==> src/rtl/alu_exec_stage.sv <==
// ---------------------------------------------------------------------------
// alu_exec_stage
//
// Registered execute stage for the single-cycle MIPS datapath. Combines
// the ALU control decoder, a WIDTH-bit ALU with zero/overflow flags, and
// the two PC adders (PC+4 and branch target). Every output is a register
// that is loaded one clock after valid_in is seen high. When valid_in is
// low, the outputs hold their values and only valid_out drops.
//
// Ports:
//   Clk           in   rising-edge clock
//   Rst_n         in   synchronous active-low reset (dominates valid_in)
//   valid_in      in   inputs valid this cycle
//   alu_op [2:0]  in   operation class from the control unit
//   funct  [5:0]  in   instruction[5:0]
//   src_a         in   ALU operand A
//   src_b         in   ALU operand B (already muxed reg2/immediate)
//   pc            in   current PC
//   imm   [15:0]  in   instruction[15:0]
//   valid_out     out  registered valid_in
//   alu_ctrl[2:0] out  registered decoded ALU control
//   result        out  registered ALU result
//   zero          out  registered (result == 0)
//   overflow      out  registered signed overflow (ADD/SUB only)
//   pc_plus4      out  registered pc + 4
//   branch_target out  registered pc + 4 + (sext(imm) << 2)
// ---------------------------------------------------------------------------
module alu_exec_stage #(
   parameter int WIDTH = 32
) (
   input  logic             Clk,
   input  logic             Rst_n,
   input  logic             valid_in,
   input  logic [2:0]       alu_op,
   input  logic [5:0]       funct,
   input  logic [WIDTH-1:0] src_a,
   input  logic [WIDTH-1:0] src_b,
   input  logic [WIDTH-1:0] pc,
   input  logic [15:0]      imm,
   output logic             valid_out,
   output logic [2:0]       alu_ctrl,
   output logic [WIDTH-1:0] result,
   output logic             zero,
   output logic             overflow,
   output logic [WIDTH-1:0] pc_plus4,
   output logic [WIDTH-1:0] branch_target
);

   // ALU control encodings
   localparam logic [2:0] CTRL_AND = 3'b000;
   localparam logic [2:0] CTRL_OR  = 3'b001;
   localparam logic [2:0] CTRL_ADD = 3'b010;
   localparam logic [2:0] CTRL_NOR = 3'b100;
   localparam logic [2:0] CTRL_SUB = 3'b110;
   localparam logic [2:0] CTRL_SLT = 3'b111;

   // -----------------------------------------------------------------------
   // ALU control decode
   // -----------------------------------------------------------------------
   logic [2:0] alu_ctrl_next;

   always_comb begin
      alu_ctrl_next = CTRL_ADD;
      case (alu_op)
         3'b000:  alu_ctrl_next = CTRL_ADD;
         3'b001:  alu_ctrl_next = CTRL_SUB;
         3'b011:  alu_ctrl_next = CTRL_AND;
         3'b100:  alu_ctrl_next = CTRL_OR;
         3'b101:  alu_ctrl_next = CTRL_SLT;
         3'b010: begin
            case (funct)
               6'h20, 6'h21: alu_ctrl_next = CTRL_ADD;
               6'h22, 6'h23: alu_ctrl_next = CTRL_SUB;
               6'h24:        alu_ctrl_next = CTRL_AND;
               6'h25:        alu_ctrl_next = CTRL_OR;
               6'h27:        alu_ctrl_next = CTRL_NOR;
               6'h2A:        alu_ctrl_next = CTRL_SLT;
               default:      alu_ctrl_next = CTRL_ADD;
            endcase
         end
         default: alu_ctrl_next = CTRL_ADD;
      endcase
   end

   // -----------------------------------------------------------------------
   // ALU datapath
   // -----------------------------------------------------------------------
   logic [WIDTH-1:0] and_bits;
   logic [WIDTH-1:0] or_bits;
   logic [WIDTH-1:0] nor_bits;
   logic [WIDTH-1:0] sum;
   logic [WIDTH-1:0] diff;
   logic             slt_bit;
   logic             add_ovf;
   logic             sub_ovf;

   genvar gi;
   generate
      for (gi = 0; gi < WIDTH; gi++) begin : g_logic_bits
         assign and_bits[gi] = src_a[gi] & src_b[gi];
         assign or_bits[gi]  = src_a[gi] | src_b[gi];
         assign nor_bits[gi] = ~(src_a[gi] | src_b[gi]);
      end
   endgenerate

   assign sum     = src_a + src_b;
   assign diff    = src_a - src_b;
   assign slt_bit = $signed(src_a) < $signed(src_b);

   // Same-sign operands whose sum flips sign overflowed; for subtraction,
   // opposite-sign operands whose difference differs in sign from a.
   assign add_ovf = (src_a[WIDTH-1] == src_b[WIDTH-1]) &&
                    (sum[WIDTH-1]   != src_a[WIDTH-1]);
   assign sub_ovf = (src_a[WIDTH-1] != src_b[WIDTH-1]) &&
                    (diff[WIDTH-1]  != src_a[WIDTH-1]);

   logic [WIDTH-1:0] result_next;
   logic             overflow_next;

   always_comb begin
      result_next   = '0;
      overflow_next = 1'b0;
      case (alu_ctrl_next)
         CTRL_AND: result_next = and_bits;
         CTRL_OR:  result_next = or_bits;
         CTRL_NOR: result_next = nor_bits;
         CTRL_ADD: begin
            result_next   = sum;
            overflow_next = add_ovf;
         end
         CTRL_SUB: begin
            result_next   = diff;
            overflow_next = sub_ovf;
         end
         CTRL_SLT: result_next = {{(WIDTH-1){1'b0}}, slt_bit};
         default:  result_next = '0;
      endcase
   end

   // -----------------------------------------------------------------------
   // PC adders
   // -----------------------------------------------------------------------
   logic [WIDTH-1:0] pc_plus4_next;
   logic [WIDTH-1:0] branch_offset;
   logic [WIDTH-1:0] branch_target_next;

   assign pc_plus4_next      = pc + WIDTH'(4);
   assign branch_offset      = {{(WIDTH-18){imm[15]}}, imm, 2'b00};
   assign branch_target_next = pc_plus4_next + branch_offset;

   // -----------------------------------------------------------------------
   // Output registers
   // -----------------------------------------------------------------------
   logic             valid_reg;
   logic [2:0]       alu_ctrl_reg;
   logic [WIDTH-1:0] result_reg;
   logic             zero_reg;
   logic             overflow_reg;
   logic [WIDTH-1:0] pc_plus4_reg;
   logic [WIDTH-1:0] branch_target_reg;

   always_ff @(posedge Clk) begin
      if (!Rst_n) begin
         valid_reg         <= 1'b0;
         alu_ctrl_reg      <= '0;
         result_reg        <= '0;
         zero_reg          <= 1'b0;
         overflow_reg      <= 1'b0;
         pc_plus4_reg      <= '0;
         branch_target_reg <= '0;
      end else if (valid_in) begin
         valid_reg         <= 1'b1;
         alu_ctrl_reg      <= alu_ctrl_next;
         result_reg        <= result_next;
         zero_reg          <= (result_next == '0);
         overflow_reg      <= overflow_next;
         pc_plus4_reg      <= pc_plus4_next;
         branch_target_reg <= branch_target_next;
      end else begin
         // Idle cycle: data outputs hold, only the valid strobe drops.
         valid_reg         <= 1'b0;
      end
   end

   assign valid_out     = valid_reg;
   assign alu_ctrl      = alu_ctrl_reg;
   assign result        = result_reg;
   assign zero          = zero_reg;
   assign overflow      = overflow_reg;
   assign pc_plus4      = pc_plus4_reg;
   assign branch_target = branch_target_reg;

endmodule

==> config.mk <==
export PLATFORM = sky130hd
export DESIGN_NAME = alu_exec_stage
export DESIGN_NICKNAME = d
export VERILOG_FILES = /design/src/rtl/alu_exec_stage.sv
export SDC_FILE = /design/constraint.sdc
export NUM_CORES = 1
export LEC_CHECK = 0
export CAP_MARGIN = 20
export CORE_MARGIN = 4
export CORE_UTILIZATION = 53
export DETAILED_ROUTE_END_ITERATION = 10
export GPL_TIMING_DRIVEN = 0
export PLACE_DENSITY = 0.83
export RECOVER_POWER = 25
export SETUP_SLACK_MARGIN = 0.4
export SYNTH_ARGS = -nofsm -noshare
export SYNTH_HDL_FRONTEND = slang
export SYNTH_SLANG_ARGS = --single-unit
==> constraint.sdc <==
create_clock -name Clk -period 5.72 [get_ports Clk]
set_clock_uncertainty 0.05 [all_clocks]
set_input_delay 1.716 -clock Clk [delete_from_list [all_inputs] [get_ports Clk]]
set_output_delay 1.716 -clock Clk [all_outputs]
set_load 0.1 [all_outputs]
# Yosys cells after proc, flatten, opt, wreduce, memory -nomap -nowiden
# Cells that the tools add are included.
[totals]
regBits = 102
out_inout_bits = 102
word_cells = 138
[op_classes]
n_addsub = 4
magnitude_cmp = 1
eq_ne = 20
muxes = 5
bitwise_logic = 96
reduce_logical = 5
[op_table]
columns = ["operator", "count"]
rows = [
  ["32-bit one-hot mux with 6 select lines", 1],
  ["32-bit adder", 2],
  ["6-bit equality test (second input constant)", 6],
  ["32-bit by 3-bit adder with 32-bit output (second input constant)", 1],
  ["1-bit AND", 32],
  ["32-bit zero test", 1],
  ["32-bit < comparator", 1],
  ["1-bit NOT", 32],
  ["1-bit bitwise OR", 32],
  ["32-bit subtractor", 1],
  ["3-bit one-hot mux with 5 select lines", 2],
  ["3-bit equality test (second input constant)", 5],
  ["3-bit by 2-bit equality test with 1-bit output (second input constant)", 3],
  ["3-bit by 1-bit equality test with 1-bit output (second input constant)", 2],
  ["3-bit zero test", 1],
  ["1-bit inequality test", 3],
  ["1-bit logical AND", 2],
  ["1-bit one-hot mux with 2 select lines", 1],
  ["2-bit OR reduction", 1],
  ["1-bit equality test", 1],
  ["1-bit two-way mux", 1],
]

# Longest topological paths before layout
[depth]
depth_word = 7
depth_mapped = 20
ltp_nobuf = 20

# Worst setup path after synthesis
# Ideal clock, no wire load.
[synth_timing]
path_kind = "input -> register"
startpoint = "in pc[4]"
endpoint = "reg branch_target_reg[31], in the netlist branch_target[31]"
arrival_time_ns = 5.083
t_required_ns = 5.542
path_slack_ns = 0.459
path_stages = 20
path_buffers = 0
cell_sequence = "and3_1 -> and3_1 -> nand3_1 -> or3_1 -> nor2_1 -> nand3_1 -> xnor2_1 -> ha_1 -> a21o_1 -> a21o_1 -> a21o_1 -> a21oi_1 -> o21ai_0 -> and3_1 -> a2111oi_0 -> nor3_1 -> a31oi_1 -> xnor2_1 -> mux2i_1 -> nor2_1"
[synth_between]
elab_chain_cells = 2
[synth_rtl]
columns = ["element", "line_no", "rtl"]
rows = [
  ["start: declaration", "38", "input logic [WIDTH-1:0] pc,"],
  ["32-bit by 3-bit adder with 32-bit output", "147", "assign pc_plus4_next = pc + WIDTH'(4);"],
  ["via pc_plus4_next[18]", "143", "logic [WIDTH-1:0] pc_plus4_next;"],
  ["32-bit adder", "149", "assign branch_target_next = pc_plus4_next + branch_offset;"],
  ["end signal: assignment", "178", "branch_target_reg <= branch_target_next;"],
  ["end: declaration", "160", "logic [WIDTH-1:0] branch_target_reg;"],
]
# The timed path passes the listed nets, and every way through them passes these cells.
# A chain may end at the register's enable or synchronous reset.

# Worst setup path in the final report
[layout_timing]
startpoint = "in pc[10]"
endpoint = "reg branch_target_reg[31], in the netlist branch_target[31]"
# The elaborated chain is that of the path after synthesis.

==> summary.md <==
| Metric | Value |
|---|---|
| Antenna Cells | `0` |
| Iteration-0 DRC Markers | `~1100` |
| Yosys top cell area share | `between 10% and 20%` |
| Worst-Margin Slew | `around 1.1 ns` |
| CTS Buf Count | `9` |
| CP endpoint kind | `flip-flop` |
| Syn nets | `around 1700` |
| Vias/cell | `6.358` |
| CTS tree | `yes` |
| Final Hold Fails | `0` |
| Die Ht | `approximately 150 microns` |
| Max Slew Vio Count | `0` |
| Cells along the critical path | `clkdlybuf4s50_1 -> and3_1 -> nand3_2 -> or2_0 -> nor2_1 -> nand2_1 -> xnor2_2 -> ha_4 -> a21o_1 -> a21oi_2 -> o21ai_2 -> and3_4 -> a2111oi_4 -> nor3_2 -> a31oi_2 -> xnor2_1 -> mux2i_1 -> nor2_1` |
| Post-synth top area cell | `dfxtp_1` |
| Total grt overflow | `0` |
| Initial Util | `between 50 and 60%` |
| Full die area | `~22000 sq um` |
| Post-synth EDFFs | `0` |
| # port buffers | `about 220` |
| Yosys reg bits | `100` |
| Unique masters post-synth | `87` |
| Hold depth | `2` |
| Worst R2R Path Depth | `2` |
| R2r startpoint | `result[29]` |
| Crit Path Category | `in -> reg` |
| Pwr dens | `about 220 nW/um^2` |
| Post-place setup slack | `-0.9716 ns` |
| Clk network pwr share | `19.4%` |
| Max Freq | `between 0.15 and 0.2 GHz` |
| Sink Count | `100` |
| Area Overhead vs Synth | `37.31%` |
| Fin worst setup slack | `0.3380 ns` |
| Slew HR | `between 20% and 30%` |
| Mean Syn Cell Area | `around 7.6 sq um` |
| Seq/Total Area, Yosys | `around a fifth` |
| Sw Pwr | `between 1.5 and 2 mW` |
| Post-DP HPWL | `about 32000 microns` |
| Worst hold path endpoint | `branch_target[28]` |
| CP required | `5.88 ns` |
| HP Class | `reg -> reg` |
| Detail Route Antenna Nets | `0` |
| CP startpoint | `pc[10]` |
| CP max FO | `5` |
| RR Endpoint | `result[29]` |
| Buffers & Inverters on Critical Path | `1` |
| Layout cells sized above 1 | `around an eighth` |
| GRT Overall Usage | `between 30% and 40%` |
| Final setup viols | `0` |
| CTS Hold Bufs | `0` |
| Ys async rst share | `0%` |
| Hold wc startpoint | `branch_target[28]` |
| WL/cell | `22.17 microns` |
| Ranking of synthesized cells by area | `dfxtp_1 19%, ha_1 15%, nor2_1 7.5%, mux2i_1 4.9%, xnor2_1 4.8%` |
| H-tree Lvls | `3` |
| Vias in the first global route | `11540` |
| # nets final | `1910` |
| Delay-heaviest family, CP | `simple AND/OR/NAND/NOR gates` |
| Initial DRT Pass Iterations | `6` |
| First-pass GRT wire length | `around 63000 microns` |
| I/O pin count | `roughly 230` |
| Sequential share of power | `about a quarter` |
| Clk_lat worst skew | `approximately 0.34 ns` |
| Final period util | `a little over nine tenths` |
| Most used cell, CP | `nor2_1` |
| Tot Pwr | `3.241 mW` |
| Max-cap violations | `0` |
| Internal | `1.722 mW` |
| Startpoint Class | `input pin` |
| DRC | `0` |
| Initial antenna violation count | `0` |
| Status | `completed` |
| CP max stage cell | `clkdlybuf4s50_1` |
| Flop2flop setup slack | `4.84 ns` |
| DP Cell Count | `1886` |
| Final min period | `5.382 ns` |
| # rows | `51` |
| Clock Tree Root | `clkbuf_16` |
| VDD IR max | `about 0.17 mV` |
| Leakage power | `approximately 6.3 nW` |
| Synth Instances | `approximately 1400` |
| Largest net degree at the start of global routing | `16` |
| Non-filler cells in the finished layout | `1927` |
| Clock transition at path regs | `roughly 0.070 ns` |
| Synth warn | `0` |
| Placer Congestion | `0.9818` |
| Most used DFF post-synth | `dfxtp_1` |
| Comb power frac | `55.8%` |
| Switching portion of total power | `~47%` |
| CORE AREA | `between 15000 and 20000 sq um` |
| Slowest stage delay, CP | `0.54 ns` |
| Mapped cell area | `about 11000 sq um` |
| Crit path DAT | `~5.6 ns` |
| RSZ-0062 raised after global routing | `yes` |
| Clock tree buffer depth | `2` |
| Die Wd | `around 150 microns` |
| Final WL | `42710 microns` |
| Vias | `12250` |
-- worst max-delay path by stage --
stage	slack (ns)	depth (start not counted)	end
floorplan	0.46	20	branch_target[31]
detailed placement	-0.97	16	zero
global placement	-1.01	16	zero
CTS	0.37	15	zero
finish	0.34	18	branch_target[31]
global route	0.22	18	branch_target[31]
-- power groups by stage --
| stage | Combinational (mW) | Clock (mW) | Sequential (mW) |
|---|---|---|---|
| after global routing | 1.90 | 0.651 | 0.807 |
| final | 1.81 | 0.630 | 0.801 |
| after detailed placement | 1.62 | 0 | 0.813 |
| after global placement | 1.61 | 0 | 0.811 |
| after CTS | 1.69 | 0.626 | 0.799 |
| after floorplan | 0.697 | 0 | 1.26 |
-- worst reg2reg max path, cell delays in order (launching register included) --
cell and delay (ns):
dfxtp_1 0.33, or2_2 0.27, o311a_1 0.12
-- cell usage after synthesis (4+ instances only) --
cell type    n
nor2_1     211
ha_1       126
inv_1      106
dfxtp_1    100
a21oi_1     89
nand2_1     68
xnor2_1     58
o21ai_0     55
mux2i_1     52
clkbuf_1    48
nor3_1      32
a21o_1      31
nand3_1     31
a211oi_1    30
a211o_1     19
a31oi_1     19
xor2_1      19
a2111oi_0   17
o22ai_1     17
nor2b_1     16
o211ai_1    16
and3_1      14
nor4_1      14
nand2b_1    11
o21bai_1    11
or2_2       11
o31ai_1     10
o21a_1       9
buf_1        8
buf_2        8
nand4_1      8
a221oi_1     6
and2_1       6
buf_4        6
o2111ai_1    6
or3_1        6
a2111o_1     5
o211a_1      5
o221ai_1     5
or4_1        5
a41oi_1      4
and4_1       4
-- metrics by stage --
stage               cell area [sq um]  utilization (%)  hold WS, ns  TNS, ns
finish                          14570            74.39       0.3963        0
global route                    14570            74.39       0.4287        0
CTS                             13980            71.35       0.4068        0
detailed placement              13190            67.32       0.3914   -7.933
global placement                13190            67.32       0.3865   -6.352
floorplan                       10610                -       0.8287        0
-- final cells by class --
cell class	count	area, sq um
repair buffers	249	2436
flip-flops and latches	100	2002
plain buffers	73	362.8
inverters	106	397.9
well taps	265	331.6
fillers	1508	5016
clock inverters	4	47.55
clock buffers	12	256.5
multi-input cells	1118	8740
-- cell families after synthesis --
logic type | synth area share, %
AND/OR/NAND/NOR | 19.92
AO/OA/AOI/OAI | 27.33
buffers and inverters | 6.849
adder cells (fa/ha/maj) | 15.42
flip-flops | 18.86
XOR/XNOR | 6.507
multiplexers | 5.116
-- cell usage in the layout, fill, tap and decap left out, types with 10 or more instances in the layout --
master and instances:
ha_4 11, nand2b_1 10, nand3_1 26, nor3_1 28
nor2_1 208, and3_1 11, a211o_1 19, xor2_1 16
buf_4 30, clkbuf_2 22, o21bai_1 10, a31oi_1 14
o211ai_1 16, dfxtp_1 100, nand2_1 68, or2_2 10
a21oi_1 75, xnor2_1 54, o21ai_0 51, clkdlybuf4s50_1 188
clkbuf_1 33, a21o_1 31, inv_1 105, a21oi_2 12
o22ai_1 17, dlymetal6s2s_1 12, ha_1 110, nor2b_1 14
a211oi_1 25, mux2i_1 52, dlygate4sd3_1 18
-- layer usage --
metal	wire length, microns	GRT usage (%)	vias up
met1	17230	48.09	5725
met4	1969	12.81	0
met5	0	0	-
met3	4432	6.541	158
met2	19080	56.04	801
li1	-	-	5568
-- repair_timing --
item                       in CTS  in global routing
gates resized for setup        89                137
buffers inserted               14                 10
pin swaps                      30                 42
setup endpoints to repair      22                 15
(Power assumes the default switching activity.)
